--- config.mk ---
export PLATFORM = sky130hd
export DESIGN_NAME = uart_rx
export DESIGN_NICKNAME = d
export VERILOG_FILES = /design/src/rtl/uart_rx.sv
export SDC_FILE = /design/constraint.sdc
export NUM_CORES = 1
export LEC_CHECK = 0
export ABC_AREA = 1
export BUFFER_PORTS_ARGS = -buffer_cell sky130_fd_sc_hd__buf_2
export CORE_MARGIN = 3
export CORE_UTILIZATION = 41
export DETAILED_ROUTE_END_ITERATION = 7
export PLACE_DENSITY_LB_ADDON = 0.25
export SLEW_MARGIN = 40
export SYNTH_ARGS = -nofsm -noshare
export SYNTH_HDL_FRONTEND = slang
export SYNTH_SLANG_ARGS = --single-unit
--- constraint.sdc ---
create_clock -name clock_i -period 3.3 [get_ports clock_i]
set_clock_uncertainty 0.15 [all_clocks]
set_input_delay 0.495 -clock clock_i [delete_from_list [all_inputs] [get_ports clock_i]]
set_output_delay 0.495 -clock clock_i [all_outputs]
set_load 0.03 [all_outputs]
--- src/rtl/uart_rx.sv ---
// UART receiver: two-flop input synchronizer, mid-bit sampling frame FSM and a
// one-entry valid/ready output buffer with per-word error flags and sticky overrun.
module uart_rx #(
    parameter int CLOCK = 25000000,
    parameter int BAUD  = 115200,
    parameter int DBIT  = 8,
    parameter int SBIT  = 1,
    parameter int CHECK = 0
) (
    input  logic            clock_i,
    input  logic            reset_i,
    input  logic            rx_i,
    output logic [DBIT-1:0] data_o,
    output logic            valid_o,
    input  logic            ready_i,
    output logic            frame_err_o,
    output logic            parity_err_o,
    output logic            overrun_o
);
    localparam int DIV  = CLOCK / BAUD;
    localparam int HALF = DIV / 2;
    localparam int CW   = $clog2(DIV);
    localparam int BW   = $clog2(DBIT);

    typedef enum logic [2:0] {
        S_IDLE,
        S_START,
        S_DATA,
        S_PARITY,
        S_STOP,
        S_BREAK
    } state_t;

    state_t          state_q;
    logic            sync1_q;
    logic            rxs_q;
    logic [CW-1:0]   baud_q;
    logic [BW-1:0]   bit_q;
    logic            stop_q;
    logic [DBIT-1:0] shift_q;
    logic            ferr_q;
    logic            perr_q;
    logic [DBIT-1:0] data_q;
    logic            valid_q;
    logic            ferr_out_q;
    logic            perr_out_q;
    logic            overrun_q;

    logic baud_done_d;
    logic last_stop_d;
    logic frame_err_d;
    logic parity_err_d;
    logic handshake_d;

    always_comb begin
        baud_done_d  = (baud_q == '0);
        last_stop_d  = (state_q == S_STOP) && baud_done_d && (stop_q == 1'(SBIT - 1));
        // Frame error accumulated over all stop samples, including the current one.
        frame_err_d  = ferr_q | ~rxs_q;
        parity_err_d = (CHECK == 1) ? ~(^{shift_q, rxs_q}) : (^{shift_q, rxs_q});
        handshake_d  = valid_q & ready_i;
    end

    always_ff @(posedge clock_i) begin
        if (reset_i) begin
            state_q    <= S_IDLE;
            sync1_q    <= 1'b1;
            rxs_q      <= 1'b1;
            baud_q     <= '0;
            bit_q      <= '0;
            stop_q     <= 1'b0;
            shift_q    <= '0;
            ferr_q     <= 1'b0;
            perr_q     <= 1'b0;
            data_q     <= '0;
            valid_q    <= 1'b0;
            ferr_out_q <= 1'b0;
            perr_out_q <= 1'b0;
            overrun_q  <= 1'b0;
        end else begin
            sync1_q <= rx_i;
            rxs_q   <= sync1_q;

            if (handshake_d) begin
                valid_q   <= 1'b0;
                overrun_q <= 1'b0;
            end
            // A completed frame either loads the buffer or is dropped as an overrun.
            if (last_stop_d) begin
                if (!valid_q || ready_i) begin
                    data_q     <= shift_q;
                    ferr_out_q <= frame_err_d;
                    perr_out_q <= perr_q;
                    valid_q    <= 1'b1;
                end else begin
                    overrun_q <= 1'b1;
                end
            end

            unique case (state_q)
                S_IDLE: begin
                    if (!rxs_q) begin
                        baud_q  <= CW'(HALF - 1);
                        state_q <= S_START;
                    end
                end
                S_START: begin
                    if (baud_done_d) begin
                        if (rxs_q) begin
                            state_q <= S_IDLE;
                        end else begin
                            baud_q  <= CW'(DIV - 1);
                            bit_q   <= '0;
                            ferr_q  <= 1'b0;
                            perr_q  <= 1'b0;
                            state_q <= S_DATA;
                        end
                    end else begin
                        baud_q <= baud_q - CW'(1);
                    end
                end
                S_DATA: begin
                    if (baud_done_d) begin
                        shift_q <= {rxs_q, shift_q[DBIT-1:1]};
                        baud_q  <= CW'(DIV - 1);
                        if (bit_q == BW'(DBIT - 1)) begin
                            stop_q  <= 1'b0;
                            state_q <= (CHECK != 0) ? S_PARITY : S_STOP;
                        end else begin
                            bit_q <= bit_q + BW'(1);
                        end
                    end else begin
                        baud_q <= baud_q - CW'(1);
                    end
                end
                S_PARITY: begin
                    if (baud_done_d) begin
                        perr_q  <= parity_err_d;
                        baud_q  <= CW'(DIV - 1);
                        stop_q  <= 1'b0;
                        state_q <= S_STOP;
                    end else begin
                        baud_q <= baud_q - CW'(1);
                    end
                end
                S_STOP: begin
                    if (baud_done_d) begin
                        ferr_q <= frame_err_d;
                        baud_q <= CW'(DIV - 1);
                        if (stop_q == 1'(SBIT - 1)) begin
                            // A line still low after a bad stop bit is a break condition.
                            state_q <= (frame_err_d && !rxs_q) ? S_BREAK : S_IDLE;
                        end else begin
                            stop_q <= stop_q + 1'b1;
                        end
                    end else begin
                        baud_q <= baud_q - CW'(1);
                    end
                end
                S_BREAK: begin
                    if (rxs_q) begin
                        state_q <= S_IDLE;
                    end
                end
                default: state_q <= S_IDLE;
            endcase
        end
    end

    assign data_o       = data_q;
    assign valid_o      = valid_q;
    assign frame_err_o  = ferr_out_q;
    assign parity_err_o = perr_out_q;
    assign overrun_o    = overrun_q;

endmodule
==> results of run 1 <==
sequential cells by signal, indices dropped and copies added (netlist names), 3 cells and up:
name     cells
bit_q        3
data_o       8
baud_q       8
shift_q      8
state_q      3
layer usage:
layer / vias up / global-route usage (%) / share of wire [%]
met5: - / 0 / 0
met4: 0 / 6.04 / 1.8
met3: 5 / 4.10 / 3.7
met2: 29 / 22.7 / 43
met1: 766 / 21.6 / 51
li1: 916 / - / -
worst register-to-register path: cells and delay by family, from the launching register on:
family | cells | cell delay (ns)
buffers and inverters | 2 | 0.21
DFF | 1 | 0.31
adders and majority gates | 1 | 0.16
and+or+nand+nor | 5 | 1.00
AOI/OAI and AO/OA | 1 | 0.06
stage by stage:
| stage | hold WS, ns | instances | power, mW | area [um2] |
|---|---|---|---|---|
| after detailed placement | 0.254 | 339 | 1.45 | 1990 |
| after CTS | 0.223 | 347 | 1.86 | 2100 |
| after global placement | 0.241 | 339 | 1.45 | 1990 |
| final | 0.234 | 347 | 1.85 | 2100 |
| after floorplan | 0.239 | 278 | 1.30 | 1880 |
| after global routing | 0.226 | 347 | 2.02 | 2100 |
power by group through the flow:
stage | Clock (mW) | Sequential, mW | Combinational, mW
finish | 0.403 | 0.622 | 0.822
global route | 0.434 | 0.638 | 0.948
CTS | 0.416 | 0.622 | 0.824
floorplan | 0 | 0.618 | 0.681
detailed placement | 0 | 0.633 | 0.822
global placement | 0 | 0.632 | 0.819
Yosys cell counts (2+ instances only):
library cell | instances | area share, %
inv_1 | 29 | 5.8
nor2_1 | 34 | 6.8
or2_2 | 3 | 1.0
dfxtp_1 | 38 | 40
inv_2 | 4 | 0.80
buf_2 | 2 | 0.53
xor2_1 | 4 | 1.9
o21ai_0 | 21 | 5.6
ha_1 | 4 | 2.7
a21oi_1 | 34 | 9.0
nand3_1 | 22 | 5.8
nand2_1 | 69 | 14
nand2_4 | 2 | 1.2
clkbuf_1 | 3 | 0.60
o21ai_1 | 2 | 0.53
logic make-up after synthesis:
kind of cell    after synthesis
buf+inv                      40
compound gates               58
xor+xnor                      4
fa+ha+maj                     4
simple gates                134
flops                        38
cell type report:
cell class	count	area, um2
Multi-Input combinational cell	200	960
Inverter	34	130
Clock inverter	3	45.0
Timing Repair Buffer	15	75.1
Fill cell	429	2280
Sequential cell	38	761
Clock buffer	5	68.8
Tap cell	52	65.1
final timing paths:
kind | from | to | slack, ns | depth (start not counted)
worst min register to register | sync1_q | rxs_q | 0.27 | 1
worst max-delay path | baud_q[0] | data_o[0] | 1.28 | 9
worst max register to register | baud_q[0] | data_o[0] | 1.28 | 9
worst min-delay path | rx_i | sync1_q | 0.23 | 2
cell usage in the layout (no fill, tap or decap):
| cell | n |
|---|---|
| nand2_1 | 69 |
| dfxtp_1 | 38 |
| nor2_1 | 34 |
| a21oi_1 | 34 |
| inv_1 | 29 |
| nand3_1 | 22 |
| o21ai_0 | 21 |
| buf_2 | 15 |
| clkbuf_8 | 5 |
| inv_2 | 4 |
| xor2_1 | 4 |
| ha_1 | 4 |
| or2_2 | 3 |
| nand2_4 | 2 |
| o21ai_1 | 2 |
| clkinvlp_4 | 2 |
| nor3_4 | 1 |
| inv_4 | 1 |
| nor2_4 | 1 |
| nand2_2 | 1 |
| nand3_2 | 1 |
| o21a_1 | 1 |
| bufinv_16 | 1 |
==> results.txt, run 1 <==
post_cts resized - 0
CTS tree - built
DRT iter0 DRCs - 90
worst path arrival time - 2.04 ns
io pins - 16
routed len/inst - 11.0 um
Pleak - 0.910 nW
critical path peak fanout - 13
P&R area growth vs syn - 11.8%
Initial Util - 43.0%
Req. time, crit path - 3.32 ns
core box area - 0.00438 mm2
Die Y - 73.8 um
internal power - 1.04 mW
pre-CTS setup slack - 1.28 ns
hold_buf cts - 0
Clk pwr share - 21.8%
num rows - 24
measured slew at the worst slew-check pin - 0.536 ns
Synth Area in Compound Gates - 15.5%
DRC viols - 0
CTS Buf Count - 5
CP Class - reg2reg
crit path buf inv count - 2
via count - 1716
RSZ-0062 raised after global routing - false
Nets - 302
antenna viol nets, final - 0
port bufs - 15
final setup violating endpoints - 0
1st-pass router iterations - 5
top_reg_cell synth - dfxtp_1
pwr dens - 877 mW/mm2
final core utilization - 48.0%
Worst Setup End Kind - flop
synthesized flop and latch total - 38
Detailed Route WL - 3810 um
largest net degree at the start of global routing - 21
Switching Share - 43.5%
mapped cell area - 0.00188 mm2
total of max-cap violations - 0
CP startpoint kind - flop
# H-tree levels - 2
Synth Net Count - 286
Clock Tree Root - clkbuf_8
Die Wd - 73.8 um
CP Cell Sequence - inv_1 -> ha_1 -> nand3_1 -> nor3_4 -> inv_4 -> nor2_4 -> nand2_2 -> nand2_1 -> a21oi_1
Synth Area in Simple Gates - 30.9%
Slew Limit Fails - 0
Max Fclk - 496 MHz
vias per cell - 4.95
initial antenna violation count - 0
Tmin final - 2.02 ns
Hold WC Path Type - in2reg
GPL Wtd Cong - 0.837
Post-synth ARST share - 0%
gr ovfl total - 0
post-route setup slack - 1.28 ns
clk buf depth - 2
Clock Sinks - 38
overall global routing resource usage - 15.5%
clock latency at the later pin of the worst-skew pair - 0.30 ns
period utilization - 61.1%
Rel. slew slack - 64.2%
Slowest cell on crit path - nor3_4
Unique masters post-synth - 22
Seq/Total Area, Yosys - 40.4%
delay-heaviest family, CP - simple AND/OR/NAND/NOR gates
Ant. Diodes - 0
Mean Syn Cell Area - 6.77 um2
Sequential Power Share - 33.7%
Worst-path clk slew - 0.08 ns
Post-Synth XOR/XNOR Area - 1.86%
worst vdd ir - 0.513 mV
main combinational cell family by area after synthesis - simple AND/OR/NAND/NOR gates
post-synthesis mux area share - 0%
HPWL Detailed - 2790 um
Mapped Cells - 278
Comb pwr share - 44.5%
setup bufs post-CTS - 0
Post-synth EDFFs - 0
setup TNS - 0 ns
die area - 0.00544 mm2
Crit path largest cell delay - 0.34 ns
vias in the first global route - 1444
first-pass GRT wire length - 6470 um
net switching power - 0.802 mW
status - finished, final reports clean
Final Hold Fails - 0
post-synthesis adder-cell area fraction - 2.66%
share of post-route cells with drive strength above 1 - 12.5%
yosys warns - 0
No activity file was read; power rests on OpenSTA's default activity.
==> run 2: changes to the inputs <==
clock period = 1.7 ns   (was 3.3 ns; I/O delays follow)
==> run 2 against run 1 <==
  * Sequential power increased by 98%
  * Non-clock buffer count increased by 24
  * Setup slack got worse by 1.3 ns
  * Die area unchanged
  * Final area increased by 16%
  * Wire length increased by 11%
  * Critical path depth increased by 1
  * Sequential share of layout area decreased by 4.7 points
  * Core utilization increased by 7.5 points
  * Via count increased by 6.3%
==> results.txt, run 2 (synthesized netlist as in run 1, its figures left out) <==
status - finished, final reports clean (unchanged)
antenna viol nets, final - 0 (unchanged)
Initial Util - 43.0% (unchanged)
crit path buf inv count - 3 (was 2)
worst path arrival time - 1.74 ns (was 2.04 ns)
Die Wd - 73.8 um (unchanged)
CTS Buf Count - 5 (unchanged)
CP Class - reg2reg (unchanged)
1st-pass router iterations - 6 (was 5)
most common cell after layout, fill and taps aside - nand2_1 (unchanged)
Clock Tree Root - clkbuf_8 (unchanged)
Slew Limit Fails - 0 (unchanged)
pwr dens - 1790 mW/mm2 (was 877 mW/mm2)
CP startpoint kind - flop (unchanged)
critical path peak fanout - 4 (was 13)
Tmin final - 1.67 ns (was 2.02 ns)
core box area - 0.00438 mm2 (unchanged)
critical path depth in cells - 10 (was 9)
GPL Wtd Cong - 0.800 (was 0.837)
gr ovfl total - 0 (unchanged)
final setup violating endpoints - 0 (unchanged)
vias per cell - 4.92 (was 4.95)
via count - 1824 (was 1716)
Nets - 326 (was 302)
Hold WC Path Type - in2reg (unchanged)
setup TNS - 0 ns (unchanged)
worst vdd ir - 0.887 mV (was 0.513 mV)
clk buf depth - 2 (unchanged)
Min Hold Slack - 0.0961 ns (was 0.234 ns)
vias in the first global route - 1571 (was 1444)
port bufs - 15 (unchanged)
Final Hold Fails - 0 (unchanged)
die area - 0.00544 mm2 (unchanged)
largest net degree at the start of global routing - 20 (was 21)
share of post-route cells with drive strength above 1 - 28.2% (was 12.5%)
# H-tree levels - 2 (unchanged)
DRC viols - 0 (unchanged)
DRT iter0 DRCs - 89 (was 90)
Top cell by count, worst path - nand2_4
Detailed Route WL - 4240 um (was 3810 um)
delay-heaviest family, CP - simple AND/OR/NAND/NOR gates (unchanged)
Max Fclk - 597 MHz (was 496 MHz)
Clock Sinks - 38 (unchanged)
Worst Hold Depth - 4 (was 2)
footprint of the multi-input gates - 0.00109 mm2 (was 960 um2)
r2r worst-path depth - 10 (was 9)
fillers - 399 (was 429)
Slowest cell on crit path - dfxtp_2 (was nor3_4)
total of max-cap violations - 0 (unchanged)
routed len/inst - 11.4 um (was 11.0 um)
CTS tree - built (unchanged)
CP Cell Sequence - inv_2 -> ha_4 -> nand3_4 -> nor3_4 -> buf_4 -> nand2_4 -> nand2_4 -> buf_6 -> o21ai_0 -> a21oi_1 (was inv_1 -> ha_1 -> nand3_1 -> nor3_4 -> inv_4 -> nor2_4 -> nand2_2 -> nand2_1 -> a21oi_1)
Pleak - 1.06 nW (was 0.910 nW)
HPWL Detailed - 2950 um (was 2790 um)
measured slew at the worst slew-check pin - 0.464 ns (was 0.536 ns)
Rel. slew slack - 69.0% (was 64.2%)
Crit path largest cell delay - 0.33 ns (was 0.34 ns)
clock latency at the later pin of the worst-skew pair - 0.28 ns (was 0.30 ns)
Ant. Diodes - 0 (unchanged)
P&R area growth vs syn - 29.2% (was 11.8%)
Storage cell area - 764 um2 (was 761 um2)
Worst Setup End Kind - flop (unchanged)
Req. time, crit path - 1.77 ns (was 3.32 ns)
initial antenna violation count - 0 (unchanged)
Die Y - 73.8 um (unchanged)
RSZ-0062 raised after global routing - true (was false)
first-pass GRT wire length - 6820 um (was 6470 um)
most frequent cells in the layout - nand2_1, dfxtp_1, nor2_1 (was nand2_1, dfxtp_1, nor2_1, a21oi_1, inv_1)
num rows - 24 (unchanged)
io pins - 16 (unchanged)
period utilization - 98.5% (was 61.1%)
Worst-path clk slew - 0.08 ns (about the same)
overall global routing resource usage - 15.9% (was 15.5%)
[run 2: cell types whose count changed in the layout (fill, tap and decap cells not counted), sizes merged]
cell	delta
clkinvlp	-1
clkinv	+1
buf	+23
clkbuf	+1
dlygate4sd3	+1
bufinv	-1
[run 2: final cells by class]
class / instances / area share (%)
Inverter: 34 / 5.45
Clock buffer: 6 / 3.40
Multi-Input combinational cell: 200 / 45.0
Timing Repair Buffer: 39 / 11.5
Tap cell: 52 / 2.67
Sequential cell: 38 / 31.4
Clock inverter: 2 / 0.514
[run 2: worst reg2reg max path: cells and delay by family (launching register included)]
| family | cells | cell delay, ns |
|---|---|---|
| compound gates | 2 | 0.22 |
| fa+ha+maj | 1 | 0.14 |
| buf+inv | 3 | 0.35 |
| flops | 1 | 0.33 |
| simple gates | 4 | 0.42 |
[run 2: worst paths after layout]
path / start / end / slack [ns]
worst max-delay path: baud_q[1] / baud_q[3] / 0.03
worst min-delay path: ready_i / overrun_o / 0.1
worst max register to register: baud_q[1] / baud_q[3] / 0.03
worst min register to register: sync1_q / rxs_q / 0.26
[run 2: report_power, final]
group / switching [mW] / total [mW] / leakage, nW / internal [mW]
clock network: 0.319 / 0.645 / 0.0472 / 0.326
registers: 0.162 / 1.23 / 0.310 / 1.07
logic: 1.40 / 2.47 / 0.706 / 1.06
total: 1.89 / 4.35 / 1.06 / 2.46
[run 2: timing repair]
item                                    4_1_cts  5_1_grt
hold endpoints to repair                      1        0
hold buffers                                  1        0
pin swaps                                    13       12
buffers inserted                              5        1
gates resized for setup                      15       38
endpoints found under the setup margin       20       36
[run 2: per-stage QoR]
step	setup WS [ns]	util [%]	instances	power [mW]	cell area [um2]
6_report	0.0258	55.5	371	4.35	2430
5_1_grt	-0.0796	55.5	371	4.69	2430
4_1_cts	-0.0127	53.2	372	4.01	2330
3_5_place_dp	-0.0430	48.7	358	3.18	2130
3_3_place_gp	-0.0289	48.7	358	3.17	2130
2_1_floorplan	0.000848	-	278	2.52	1880
[run 2: per-layer routing]
layer | GRT usage, % | vias to the layer above | share of wire [%]
met1 | 21.9 | 829 | 50
met3 | 2.46 | 2 | 2.5
met4 | 4.83 | 0 | 0.50
met5 | 0 | - | 0
met2 | 25.6 | 23 | 47
li1 | - | 970 | -
